--- src/rtl/fifo_level.sv ---
// fifo_level: first-word fall-through FIFO with occupancy count, level flags
// and sticky overflow/underflow. DEPTH need not be a power of two.
// Optional: define FIFO_LEVEL_BYPASS_EN so that a simultaneous write and read
// on an empty FIFO passes d_in straight to q without storing it.
module fifo_level #(
  parameter int unsigned WIDTH    = 8,
  parameter int unsigned DEPTH    = 4,
  parameter int unsigned AF_LEVEL = DEPTH - 1,
  parameter int unsigned AE_LEVEL = 1
) (
  input  logic                       clk,
  input  logic                       reset,
  input  logic [WIDTH-1:0]           d_in,
  input  logic                       d_in_strobe,
  input  logic                       q_out_strobe,
  input  logic                       clear_err,
  output logic [WIDTH-1:0]           q,
  output logic                       q_ready,
  output logic                       empty,
  output logic                       full,
  output logic [$clog2(DEPTH+1)-1:0] count,
  output logic                       almost_full,
  output logic                       almost_empty,
  output logic                       overflow,
  output logic                       underflow
);

  localparam int unsigned PW = $clog2(DEPTH);
  localparam int unsigned CW = $clog2(DEPTH + 1);

  logic [WIDTH-1:0] mem [DEPTH];
  logic [PW-1:0]    wr_ptr;
  logic [PW-1:0]    rd_ptr;
  logic [CW-1:0]    count_q;
  logic             bypass;
  logic             rd_acc;
  logic             wr_acc;
  logic             ovf_set;
  logic             udf_set;

  // Pointer advance with explicit wrap so non-power-of-two depths work.
  function automatic logic [PW-1:0] ptr_next(input logic [PW-1:0] p);
    if (p == PW'(DEPTH - 1)) return '0;
    return p + PW'(1);
  endfunction

  assign empty        = (count_q == '0);
  assign full         = (count_q == CW'(DEPTH));
  assign count        = count_q;
  assign almost_full  = (count_q >= CW'(AF_LEVEL));
  assign almost_empty = (count_q <= CW'(AE_LEVEL));

`ifdef FIFO_LEVEL_BYPASS_EN
  assign bypass = empty & d_in_strobe & q_out_strobe;
`else
  assign bypass = 1'b0;
`endif

  // Accept/error decode; a read frees the slot a same-cycle write needs.
  always_comb begin
    rd_acc  = q_out_strobe & ~empty;
    wr_acc  = d_in_strobe & (~full | rd_acc) & ~bypass;
    ovf_set = d_in_strobe & full & ~rd_acc;
    udf_set = q_out_strobe & empty & ~bypass;
  end

  // Head word fall-through; zeros when nothing valid.
  always_comb begin
    q       = '0;
    q_ready = 1'b0;
    if (bypass) begin
      q       = d_in;
      q_ready = 1'b1;
    end else if (!empty) begin
      q       = mem[rd_ptr];
      q_ready = 1'b1;
    end
  end

  // Storage array, intentionally not reset.
  always_ff @(posedge clk) begin
    if (!reset && wr_acc) mem[wr_ptr] <= d_in;
  end

  // Pointers, occupancy and sticky error flags.
  always_ff @(posedge clk) begin
    if (reset) begin
      wr_ptr    <= '0;
      rd_ptr    <= '0;
      count_q   <= '0;
      overflow  <= 1'b0;
      underflow <= 1'b0;
    end else begin
      if (wr_acc) wr_ptr <= ptr_next(wr_ptr);
      if (rd_acc) rd_ptr <= ptr_next(rd_ptr);
      if (wr_acc && !rd_acc)      count_q <= count_q + CW'(1);
      else if (rd_acc && !wr_acc) count_q <= count_q - CW'(1);
      if (ovf_set)        overflow <= 1'b1;
      else if (clear_err) overflow <= 1'b0;
      if (udf_set)        underflow <= 1'b1;
      else if (clear_err) underflow <= 1'b0;
    end
  end

endmodule

--- config.mk ---
export PLATFORM = sky130hd
export DESIGN_NAME = fifo_level
export DESIGN_NICKNAME = d
export VERILOG_FILES = /design/src/rtl/fifo_level.sv
export SDC_FILE = /design/constraint.sdc
export NUM_CORES = 1
export LEC_CHECK = 0
export CAP_MARGIN = 30
export CELL_PAD_IN_SITES_DETAIL_PLACEMENT = 2
export CELL_PAD_IN_SITES_GLOBAL_PLACEMENT = 2
export CORE_ASPECT_RATIO = 0.5
export CORE_MARGIN = 1.5
export CORE_UTILIZATION = 33
export DETAILED_ROUTE_END_ITERATION = 8
export HOLD_SLACK_MARGIN = 0.15
export MAX_ROUTING_LAYER = met4
export PLACE_DENSITY_LB_ADDON = 0.1
export SETUP_SLACK_MARGIN = 0.4
export SYNTH_ARGS = -nofsm -noshare
export SYNTH_HDL_FRONTEND = slang
export SYNTH_SLANG_ARGS = --single-unit
--- constraint.sdc ---
create_clock -name clk -period 1.9 [get_ports clk]
set_input_delay 0.19 -clock clk [delete_from_list [all_inputs] [get_ports clk]]
set_output_delay 0.19 -clock clk [all_outputs]
set_load 0.05 [all_outputs]
==> summary.md <==
| Metric | Value |
|---|---|
| Status | `finished, final reports clean` |
| Cell family with most CP delay | `multiplexers` |
| Buffers on Ports | `30` |
| Total power | `roughly 4.7 mW` |
| Crit Path Category | `reg2out` |
| Yosys reg bits | `between 40 and 50` |
| Final nets | `201` |
| Die Height | `roughly 56 um` |
| Origin of the worst min-delay path | `rd_ptr[1]` |
| Largest family of logic cells by synthesized area | `multiplexers` |
| Synth Area in Adders | `under 10%` |
| Register area share after synthesis | `between 60% and 70%` |
| RSZ-0062 raised after global routing | `yes` |
| Io pins | `31` |
| Tcrit/Tclk final | `94.3%` |
| Clock buffer depth | `2` |
| Cell Pwr Density | `roughly 1700 nW/um^2` |
| Max Fclk | `about 0.56 GHz` |
| Antenna viol nets, final | `0` |
| Post-synth cell types | `28` |
| Rows | `18` |
| CP Capture Type | `output pin` |
| Reg-to-reg startpoint | `count[0]` |
| Worst IR Drop VDD | `between 1 and 1.5 mV` |
| DRT Pass-1 Iters | `4` |
| Clk_skew | `roughly 0.007 ns` |
| Hold_ws | `0.521 ns` |
| HPWL after detailed placement | `2910 um` |
| Initial Util | `about 36%` |
| PnR worst setup slack | `approximately 0.11 ns` |
| Mapped Cells | `roughly 120` |
| Initial antenna violation count | `0` |
| Grt ovf | `0` |
| Slew headroom | `between 60% and 70%` |
| Fin crit period | `1.79 ns` |
| Post-Synth XOR/XNOR Area | `less than 1%` |
| Final setup fails | `0` |
| Die area | `slightly above 6000 sq um` |
| Mux cell area share after synthesis | `about 11%` |
| Compound-gate portion of the synthesized area | `between 3 and 4%` |
| Simple-gate share of the synthesized area | `10.6%` |
| Initial drt markers | `57` |
| First-pass GRT wire length | `around 7400 um` |
| Clock Root Buffer | `clkbuf_8` |
| H-Tree Depth | `2` |
| Startpoint Class | `flop` |
| DR vias | `between 1,000 and 1,500` |
| Crit path cell chain | `buf_12 -> mux4_2 -> and2_4 -> buf_8` |
| Final Util | `about 54%` |
| Remaining DRCs | `0` |
| Share of post-route cells with drive strength above 1 | `between 40% and 50%` |
| Yosys warns | `0` |
| Syn Std Cell Area | `between 1500 and 2000 sq um` |
| Setup TNS Final | `0 ns` |
| Clk_lat worst skew | `roughly 0.3 ns` |
| Core Area | `5130 sq um` |
| Leak | `approximately 1.1 nW` |
| Hold Vio Cnt, Final | `0` |
| Hold buffers post-CTS | `0` |
| Fin. max-slew vios | `0` |
| Gpl congestion | `roughly 0.73` |
| Area delta synth->final | `51.5%` |
| Worst EP arrival | `1.60 ns` |
| Final WL | `~4700 um` |
| Detailed-route vias per instance | `roughly 5` |
| Worst-Margin Slew | `roughly 0.5 ns` |
| Area of the multi-input gates | `between 700 and 800 sq um` |
| Clock transition at path regs | `roughly 0.080 ns` |
| CP Buf/Inv Count | `2` |
| Worst min-delay path category | `reg2reg` |
| Post-DP Area | `about 2400 sq um` |
| Sink Count | `43` |
| Wirelength per Cell | `around 19 um` |
| Final non-filler cell total | `between 200 and 250` |
| Max Cap Viol | `0` |
| CTS buffer count | `5` |
| Register area | `approximately 1200 sq um` |
| CP max FO | `8` |
| Vias in the first global route | `between 1,000 and 1,500` |
| CP required | `roughly 1.7 ns` |
| Slowest CP cell | `mux4_2` |
| Largest net degree at the start of global routing | `15` |
| Diode count | `0` |
| Mapped Avg Cell Area | `14.9 sq um` |
| Fillers | `480` |
| Syn Nets | `between 100 and 150` |
| Clock tree from TritonCTS | `yes` |
| Fin area | `about 2800 sq um` |
| Chip width | `between 100 and 150 um` |
| GRT Total Usage | `around 17%` |
| Setup slack at placement | `around 0.090 ns` |
| Placed Cells | `~230` |
| CP peak stage delay | `between 0.5 and 0.6 ns` |
path summary, 6_finish.rpt:
check | slack, ns | to | cells past startpoint
setup / recovery | 0.11 | q[1] | 4
hold reg to reg | 0.52 | flop | 2
hold / removal | 0.52 | flop | 2
setup reg to reg | 0.30 | count[1] | 8
registers in the layout (all words and copies together) (netlist names), named ones only:
name,count
count,3
underflow,1
mem,32
rd_ptr,2
wr_ptr,2
overflow,1
layout by cell type (no fill, tap or decap), drive strengths merged:
| cell type | Yosys | final |
|---|---|---|
| a21oi | 5 | 5 |
| and2 | 8 | 8 |
| and3b | 1 | 1 |
| buf | 1 | 34 |
| bufinv | 0 | 1 |
| clkbuf | 3 | 8 |
| clkdlybuf4s15 | 0 | 1 |
| clkdlybuf4s50 | 0 | 12 |
| clkinv | 0 | 2 |
| dfxtp | 11 | 11 |
| dlygate4sd2 | 0 | 2 |
| edfxtp | 32 | 32 |
| ha | 10 | 10 |
| inv | 9 | 9 |
| mux2i | 2 | 2 |
| mux4 | 8 | 8 |
| nand2 | 2 | 2 |
| nand2b | 3 | 3 |
| nand3 | 1 | 1 |
| nand3b | 1 | 1 |
| nor2 | 7 | 7 |
| nor2b | 3 | 3 |
| nor3 | 1 | 1 |
| nor3b | 5 | 5 |
| o21ai | 5 | 5 |
| o21bai | 1 | 1 |
| o31ai | 1 | 1 |
| or4 | 1 | 1 |
| xnor2 | 1 | 1 |
| xor2 | 1 | 1 |
worst register-to-register path, cell delays in order, from the launching register on:
cell	delay [ns]
dfxtp_4	0.37
inv_4	0.06
ha_4	0.16
nand2_4	0.06
o21ai_4	0.23
inv_2	0.08
ha_4	0.30
mux2i_1	0.18
nor2_1	0.07
cells by family (layout without fill, tap and decap cells):
| logic type | Yosys count | count (layout) |
|---|---|---|
| AOI/OAI and AO/OA | 12 | 12 |
| xor gates and xnor gates | 2 | 2 |
| adders and majority gates | 10 | 10 |
| buffers and inverters | 13 | 69 |
| DFF | 43 | 43 |
| muxes | 10 | 10 |
| and+or+nand+nor | 33 | 33 |
power breakdown:
part,total [mW],internal [mW],switching (mW)
registers,1.24,1.13,0.112
clock network,0.736,0.392,0.344
logic,2.77,1.34,1.44
total,4.75,2.86,1.89
final cells by class:
cell class / count / share of cell area (%)
repair buffers: 52 / 21.0
flip-flops and latches: 43 / 42.9
multi-input cells: 67 / 27.4
well taps: 70 / 3.15
inverters: 9 / 1.48
clock buffers: 5 / 2.47
clock inverters: 3 / 1.57
synth_stat cells (all sizes together):
library cell	count	area share (%)
nand3	1	0.27
inv	9	1.8
ha	10	6.8
nor2	7	1.4
nand3b	1	0.41
o21bai	1	0.41
nand2b	3	1.2
xor2	1	0.48
and2	8	2.7
nand2	2	0.41
and3b	1	0.48
clkbuf	3	0.61
o31ai	1	0.41
xnor2	1	0.48
nor3	1	0.27
or4	1	0.41
mux4	8	9.8
a21oi	5	1.4
dfxtp	11	12
o21ai	5	1.6
nor3b	5	2.0
mux2i	2	1.1
buf	1	0.27
edfxtp	32	52
nor2b	3	1.0
layer usage:
metal  GRT usage (%)  part of all wire (%)
met1            22.1                    47
met2            27.4                    48
met3            4.45                   4.0
met4            4.51                  0.75
met5               -                     0
repair_timing:
| item | 4_1_cts | 5_1_grt |
|---|---|---|
| pin swaps | 11 | 11 |
| setup endpoints to repair | 27 | 41 |
| gates cloned | 1 | 0 |
| endpoints found under the hold margin | 0 | 0 |
| setup buffers | 10 | 4 |
| gates resized for setup | 44 | 25 |
Note: power is estimated with default switching activity, not from simulation.
